### config.mk
export PLATFORM = sky130hd
export DESIGN_NAME = ssd_scan_ctrl_flat
export DESIGN_NICKNAME = d
export VERILOG_FILES = /design/src/rtl/ssd_scan_if.sv /design/src/rtl/ssd_scan_ctrl.sv /design/src/flat_wrapper.sv
export SDC_FILE = /design/constraint.sdc
export NUM_CORES = 1
export LEC_CHECK = 0
export CORE_ASPECT_RATIO = 0.5
export CORE_MARGIN = 5
export CORE_UTILIZATION = 55
export DETAILED_ROUTE_END_ITERATION = 8
export GPL_TIMING_DRIVEN = 0
export PLACE_DENSITY_LB_ADDON = 0.25
export SLEW_MARGIN = 30
export SYNTH_ARGS = -nofsm -noshare
export SYNTH_HDL_FRONTEND = slang
export SYNTH_SLANG_ARGS = --single-unit
export TNS_END_PERCENT = 10
### constraint.sdc
create_clock -name clk -period 5.5 [get_ports clk]
set_input_delay 0.55 -clock clk [delete_from_list [all_inputs] [get_ports clk]]
set_output_delay 0.55 -clock clk [all_outputs]
set_load 0.02 [all_outputs]
### src/rtl/ssd_scan_if.sv
// ssd_scan_if -- bundle between the value producer and the seven-segment
// scan controller.
//   val        : 16-bit display value, digit d = val[4d+3:4d]
//   load       : one-cycle strobe capturing val
//   dp_in      : per-digit decimal-point request, active-high
//   blank_zero : leading-zero blanking enable
//   an         : anode enables, active-low
//   seg        : segments {g,f,e,d,c,b,a}, active-low
//   dp         : decimal point, active-low
//   frame      : one-cycle pulse on the last cycle of the digit-3 slot
interface ssd_scan_if;
  logic [15:0] val;
  logic        load;
  logic [3:0]  dp_in;
  logic        blank_zero;
  logic [3:0]  an;
  logic [6:0]  seg;
  logic        dp;
  logic        frame;

  modport master (output val, load, dp_in, blank_zero,
                  input  an, seg, dp, frame);
  modport slave  (input  val, load, dp_in, blank_zero,
                  output an, seg, dp, frame);
endinterface

### src/rtl/ssd_scan_ctrl.sv
// ssd_scan_ctrl -- time-multiplexed scan controller for a four-digit
// common-anode seven-segment display.
//   clk, rst_n : single clock domain, asynchronous active-low reset
//   bus        : ssd_scan_if.slave (value/load/dp/blanking in, an/seg/dp/frame out)
// Each digit slot is REFRESH_DIV cycles: BLANK_CYC all-off guard cycles
// followed by DRIVE. The displayed value (disp) changes only at a frame
// boundary, so a frame never mixes old and new digits.

// Per-digit decode lane: glyph for the nibble and the leading-zero chain.
module ssd_digit_lane #(
  parameter bit LSD = 1'b0           // least significant digit, never blanked
) (
  input  logic [3:0] nib,
  input  logic       hi_zero,        // every higher nibble is zero
  input  logic       blank_zero,
  output logic       zero_out,       // this nibble and all higher are zero
  output logic [6:0] seg_o
);
  logic [6:0] glyph;

  always_comb begin
    case (nib)
      4'd0:    glyph = 7'b1000000;
      4'd1:    glyph = 7'b1111001;
      4'd2:    glyph = 7'b0100100;
      4'd3:    glyph = 7'b0110000;
      4'd4:    glyph = 7'b0011001;
      4'd5:    glyph = 7'b0010010;
      4'd6:    glyph = 7'b0000010;
      4'd7:    glyph = 7'b1111000;
      4'd8:    glyph = 7'b0000000;
      4'd9:    glyph = 7'b0010000;
      default: glyph = 7'b0111111;   // non-decimal nibbles show a dash
    endcase
  end

  assign zero_out = hi_zero && (nib == 4'd0);
  assign seg_o    = (!LSD && blank_zero && zero_out) ? 7'b1111111 : glyph;
endmodule

module ssd_scan_ctrl #(
  parameter int REFRESH_DIV = 100000,
  parameter int BLANK_CYC   = 1000
) (
  input  logic     clk,
  input  logic     rst_n,
  ssd_scan_if.slave bus
);
  localparam int NUM_DIG = 4;
  localparam int PW      = (REFRESH_DIV > 2) ? $clog2(REFRESH_DIV) : 1;
  localparam logic [PW-1:0] PMAX     = PW'(REFRESH_DIV - 1);
  localparam logic [PW-1:0] BLK_LAST = PW'(BLANK_CYC - 1);

  if (REFRESH_DIV < 2 || BLANK_CYC < 1 || BLANK_CYC >= REFRESH_DIV) begin : g_bad_param
    $error("ssd_scan_ctrl: need REFRESH_DIV >= 2 and 1 <= BLANK_CYC < REFRESH_DIV");
  end

  typedef enum logic {BLANK = 1'b0, DRIVE = 1'b1} st_t;

  // pcnt/dig/st describe the slot position whose outputs are registered at
  // the next edge; the output registers therefore trail them by one cycle.
  st_t          st, st_nxt;
  logic [PW-1:0] pcnt;
  logic [1:0]   dig;
  logic [15:0]  disp, hold;
  logic         pend;
  logic         wrap;

  logic [3:0]   an_q, an_d;
  logic [6:0]   seg_q, seg_d;
  logic         dp_q, dp_d;
  logic         frame_q;

  logic [NUM_DIG:0]          zchain;
  logic [NUM_DIG-1:0][6:0]   seg_l;

  assign wrap = (pcnt == PMAX);

  // Leading-zero chain runs from the most significant digit down.
  assign zchain[NUM_DIG] = 1'b1;

  for (genvar g = 0; g < NUM_DIG; g++) begin : g_lane
    ssd_digit_lane #(.LSD(g == 0)) u_lane (
      .nib        (disp[4*g +: 4]),
      .hi_zero    (zchain[g+1]),
      .blank_zero (bus.blank_zero),
      .zero_out   (zchain[g]),
      .seg_o      (seg_l[g])
    );
  end

  always_ff @(posedge clk or negedge rst_n) begin
    if (!rst_n) st <= BLANK;
    else        st <= st_nxt;
  end

  always_comb begin
    st_nxt = st;
    an_d   = 4'b1111;
    seg_d  = 7'b1111111;
    dp_d   = 1'b1;
    case (st)
      BLANK: begin
        if (pcnt == BLK_LAST) st_nxt = DRIVE;
      end
      DRIVE: begin
        if (wrap) st_nxt = BLANK;
        an_d  = ~(4'b0001 << dig);
        seg_d = seg_l[dig];
        dp_d  = ~bus.dp_in[dig];     // honoured even on a blanked digit
      end
      default: st_nxt = BLANK;
    endcase
  end

  always_ff @(posedge clk or negedge rst_n) begin
    if (!rst_n) begin
      pcnt    <= '0;
      dig     <= 2'd0;
      an_q    <= 4'b1111;
      seg_q   <= 7'b1111111;
      dp_q    <= 1'b1;
      frame_q <= 1'b0;
    end else begin
      pcnt    <= wrap ? '0 : pcnt + 1'b1;
      if (wrap) dig <= dig + 2'd1;
      an_q    <= an_d;
      seg_q   <= seg_d;
      dp_q    <= dp_d;
      frame_q <= wrap && (dig == 2'd3);
    end
  end

  // The frame boundary is the cycle on which frame is visible; a value
  // committed here is in place before digit 0 leaves its guard interval.
  always_ff @(posedge clk or negedge rst_n) begin
    if (!rst_n) begin
      disp <= '0;
      hold <= '0;
      pend <= 1'b0;
    end else if (bus.load && frame_q) begin
      disp <= bus.val;
      hold <= bus.val;
      pend <= 1'b0;
    end else begin
      if (bus.load) begin
        hold <= bus.val;
        pend <= 1'b1;
      end
      if (frame_q && pend) begin
        disp <= hold;
        pend <= 1'b0;
      end
    end
  end

  assign bus.an    = an_q;
  assign bus.seg   = seg_q;
  assign bus.dp    = dp_q;
  assign bus.frame = frame_q;
endmodule
### src/flat_wrapper.sv
// flat-port wrapper written by rule: the top's interface ports become plain ports
module ssd_scan_ctrl_flat 
#(
  parameter int REFRESH_DIV = 100000,
  parameter int BLANK_CYC   = 1000
)
  (clk, rst_n, bus_val, bus_load, bus_dp_in, bus_blank_zero, bus_an, bus_seg, bus_dp, bus_frame);
  ssd_scan_if bus_i ();
  input  logic clk;
  input  logic rst_n;
  input wire logic [$bits(bus_i.val)-1:0] bus_val;
  input wire logic [$bits(bus_i.load)-1:0] bus_load;
  input wire logic [$bits(bus_i.dp_in)-1:0] bus_dp_in;
  input wire logic [$bits(bus_i.blank_zero)-1:0] bus_blank_zero;
  output wire logic [$bits(bus_i.an)-1:0] bus_an;
  output wire logic [$bits(bus_i.seg)-1:0] bus_seg;
  output wire logic [$bits(bus_i.dp)-1:0] bus_dp;
  output wire logic [$bits(bus_i.frame)-1:0] bus_frame;
  assign bus_i.val = bus_val;
  assign bus_i.load = bus_load;
  assign bus_i.dp_in = bus_dp_in;
  assign bus_i.blank_zero = bus_blank_zero;
  assign bus_an = bus_i.an;
  assign bus_seg = bus_i.seg;
  assign bus_dp = bus_i.dp;
  assign bus_frame = bus_i.frame;
  ssd_scan_ctrl #(.REFRESH_DIV(REFRESH_DIV), .BLANK_CYC(BLANK_CYC)) u_core (.clk(clk), .rst_n(rst_n), .bus(bus_i));
endmodule
==> key figures <==
Final layout
  • ANT cells: 0
  • Area growth from synthesis to layout: 21.47%
  • Filler Cells Inserted: 497
  • Multi-input logic area: between 1500 and 2000 µm²
  • Share of post-route cells with drive strength above 1: roughly 16%
  • Non-filler cells in the finished layout: 505
  • Register area: ~1700 µm²
  • Nets: 457
  • Fin area: roughly 4600 µm²

STA
  • Period utilization: 40.85%
  • Finish-stage setup viols: 0
  • Tmin final: 2247 ps
  • Peak Freq: 445.1 MHz
  • Worst slew pin tran: between 500 and 600 ps
  • Final TNS setup: 0 ps
  • RSZ-0062 raised after global routing: no
  • Final worst setup slack: 3253 ps
  • Fin. Hold Viols: 0
  • Max-slew violations: 0
  • Clk_skew: 4.707 ps
  • Rel. slew slack: approximately three fifths

Critical path
  • Worst path top cell family by delay: compound AO/OA/AOI/OAI gates
  • R2R cell count: 6
  • Startpoint types: register
  • Crit path required time: between 5000 and 6000 ps
  • Crit. End Element: register
  • Capturing point of the worst reg2reg path: u_core.bus.seg[0]$_DFF_PN1_
  • Critical path type: register to register
  • Buffers and inverters on the worst path: 1
  • RR Startpoint: u_core.disp[9]$_DFFE_PN0N_
  • Largest stage delay, worst path: approximately 470 ps
  • Worst-path maximum fanout: 7
  • Critical-path cell list: inv_1 > ha_1 > or3b_4 > o31ai_4 > nor3_1 > o32ai_1
  • CP arrival: approximately 2500 ps
  • Slowest-stage cell, CP: dfrtp_1
  • Flop2flop setup slack: 3250 ps

Synthesis
  • Avg Synthesized Cell Area: about 10 µm²
  • Syn Inst Count: 361
  • Post-synth top flop: dfrtp_1
  • Mapped Nets: 410
  • Cell area after synthesis: ~3800 µm²
  • Post-synth EDFFs: 0
  • Synth warn: 0
  • Sequential fraction of the synthesis area: 44.14%
  • Yosys reg bits: 66
  • Asr flop ratio synth: between 90% and 100%
  • Synth unique cells: 62

CTS
  • TritonCTS Sinks: 66
  • Post_cts resized: 0
  • Longest Clk Path Bufs: 2
  • Worst-Skew Late Latency: 330 ps
  • CTS Buf Count: 9
  • Root Buffer: clkbuf_16
  • H-tree depth: 3
  • Setup bufs post-CTS: 0
  • Hold-fix buffers, CTS: 0
  • CTS tree: yes
  • Clock-pin slew on the worst setup and hold paths: 50 ps

Drt
  • Final wirelength: 8593 µm
  • DRC: 0
  • First drt pass iteration count: 5
  • Post-DR vias/cell: between 5 and 6
  • Initial DRC count: about 260
  • DR vias: between 2,000 and 3,000
  • Final ANT Viol Nets: 0
  • Routed len/inst: about 17 µm

Floorplan
  • Total core area: roughly 6700 µm²
  • Die height: 68.59 µm
  • Die Area: 8723 µm²
  • Die width: 127.2 µm
  • # IOs: 37
  • FP Rows: 21
  • Starting Density: 56.58%

Pwr
  • Switching part of the total: 19.77%
  • Total power per unit cell area: 256.3 nW/µm²
  • Peak supply drop: 0.1857 mV
  • Total Power: 1.176 mW
  • Lkg Pwr: 1.952 nW
  • Flop pwr share: a little over two fifths
  • Int Pwr: 943.2 µW
  • Comb power frac: 5.2%
  • Clock share of power: between 50% and 60%
  • NetSw: about 230 µW

Global routing
  • First-pass GRT wire length: 14,230 µm
  • Tot GR Track Use: 21.46%
  • Initial antenna violation count: 0
  • Vias in the first global route: 2,918
  • Largest net degree at the start of global routing: 55
  • Total grt overflow: 0

Place
  • Cells after DPL: 489
  • Buffers on Ports: 35
  • Pre-CTS setup slack: between 3000 and 4000 ps
  • Hpwl dp: 6433 µm
  • GP Congestion: 0.9907
  • Placed cell areas: about 4300 µm²

Run status
  • Outcome: complete, no violations

Hold path
  • Min-delay worst type: input port to asynchronous set/reset pin

Run
  • Max_cap viols: 0
synth_stat cells (2+ instances only):
master	number	area share, %
nor4_1	2	0.33
a21boi_0	3	0.60
inv_1	16	1.6
o32ai_1	3	0.70
o21a_1	5	0.99
o21ai_0	7	0.93
mux2_2	17	5.1
nand2_1	20	2.0
a211o_1	2	0.46
or4_4	2	0.60
nand3b_1	3	0.60
nor2_1	20	2.0
dfrtp_1	54	36
xor2_1	3	0.70
a21o_1	4	0.80
buf_2	4	0.53
a22o_1	30	7.0
dfstp_2	12	8.3
or2_2	4	0.66
o221ai_1	2	0.46
o311ai_0	2	0.46
nor2b_1	3	0.50
o22ai_1	3	0.50
ha_1	25	8.3
a211oi_1	4	0.80
clkbuf_1	16	1.6
nand2b_1	8	1.3
nor3_1	12	1.6
a21oi_1	18	2.4
xnor2_1	11	2.6
nand4_1	3	0.50
and3_1	3	0.50
nand3_1	11	1.5
stage by stage:
step	hold slack, ps	utilization (%)
after global routing	61.36	68.73
after CTS	55.99	68.73
after global placement	465.3	63.55
final	61.85	68.73
after detailed placement	415.0	63.93
after floorplan	254.4	-
cell type report:
class | count | area share (%)
multi-input combinational | 257 | 42.69
sequential | 66 | 36.33
timing repair buffer | 36 | 8.183
clock buffer | 12 | 5.374
tap | 92 | 2.510
buffer | 21 | 1.909
clock inverter | 4 | 1.609
inverter | 17 | 1.391
registers in the layout, indices dropped and copies added (netlist names):
signal	cells
u_core.bus.frame	1
u_core.hold	16
u_core.st	1
u_core.pend	1
u_core.dig	2
u_core.bus.dp	1
u_core.bus.seg	7
u_core.disp	16
u_core.bus.an	4
u_core.pcnt	17
worst max path at each step:
stage | start | to | cells past startpoint
2_1_floorplan | u_core.disp[9]$_DFFE_PN0N_ | u_core.bus.seg[0]$_DFF_PN1_ | 6
3_5_place_dp | bus_blank_zero | u_core.bus.seg[6]$_DFF_PN1_ | 6
6_report | u_core.disp[9]$_DFFE_PN0N_ | u_core.bus.seg[0]$_DFF_PN1_ | 6
5_1_grt | u_core.disp[9]$_DFFE_PN0N_ | u_core.bus.seg[0]$_DFF_PN1_ | 6
4_1_cts | u_core.disp[9]$_DFFE_PN0N_ | u_core.bus.seg[0]$_DFF_PN1_ | 6
3_3_place_gp | rst_n | u_core.pcnt[3]$_DFF_PN0_ | 1
cells in the final DEF, fill, tap and decap left out, types with 2 or more instances in the layout:
| cell | count |
|---|---|
| a21o_1 | 4 |
| nor4_1 | 2 |
| nand3b_1 | 3 |
| a21boi_0 | 3 |
| or4_4 | 2 |
| a211oi_1 | 4 |
| xnor2_1 | 11 |
| or2_2 | 4 |
| mux2_2 | 17 |
| clkbuf_16 | 9 |
| o22ai_1 | 3 |
| o32ai_1 | 3 |
| a21oi_1 | 18 |
| dfstp_2 | 12 |
| inv_1 | 16 |
| nor2_1 | 20 |
| o311ai_0 | 2 |
| nand3_1 | 11 |
| nand2b_1 | 8 |
| a22o_1 | 30 |
| o21ai_0 | 7 |
| nor2b_1 | 3 |
| o21a_1 | 5 |
| bufinv_16 | 2 |
| and3_1 | 3 |
| nand4_1 | 3 |
| xor2_1 | 3 |
| nor3_1 | 12 |
| buf_4 | 2 |
| clkdlybuf4s50_1 | 34 |
| nand2_1 | 20 |
| buf_2 | 4 |
| ha_1 | 25 |
| dfrtp_1 | 54 |
| o221ai_1 | 2 |
| clkbuf_1 | 18 |
| a211o_1 | 2 |
per-layer routing:
layer	share of wire [%]	up-vias	global-route usage (%)
met5	0	-	0
met4	2.2	0	7.219
met3	7.1	19	7.308
met2	48	110	36.32
met1	43	1448	26.39
li1	-	1415	-
power by group through the flow:
stage	clock network (mW)	registers [mW]	logic, mW
finish	0.610	0.504	0.0614
global route	0.647	0.505	0.0675
CTS	0.623	0.504	0.0622
detailed placement	0	0.512	0.0619
global placement	0	0.511	0.0579
floorplan	0	0.510	0.0279
logic make-up (layout without fill, tap and decap cells):
| kind of cell | Yosys count | count (layout) | share of synthesized area, % |
|---|---|---|---|
| adders and majority gates | 25 | 25 | 8.284 |
| muxes | 18 | 18 | 5.666 |
| AOI/OAI and AO/OA | 97 | 97 | 19.45 |
| xor gates and xnor gates | 14 | 14 | 3.247 |
| DFF | 66 | 66 | 44.14 |
| buffers and inverters | 38 | 90 | 4.009 |
| and+or+nand+nor | 103 | 103 | 15.21 |
(Power assumes the default switching activity.)
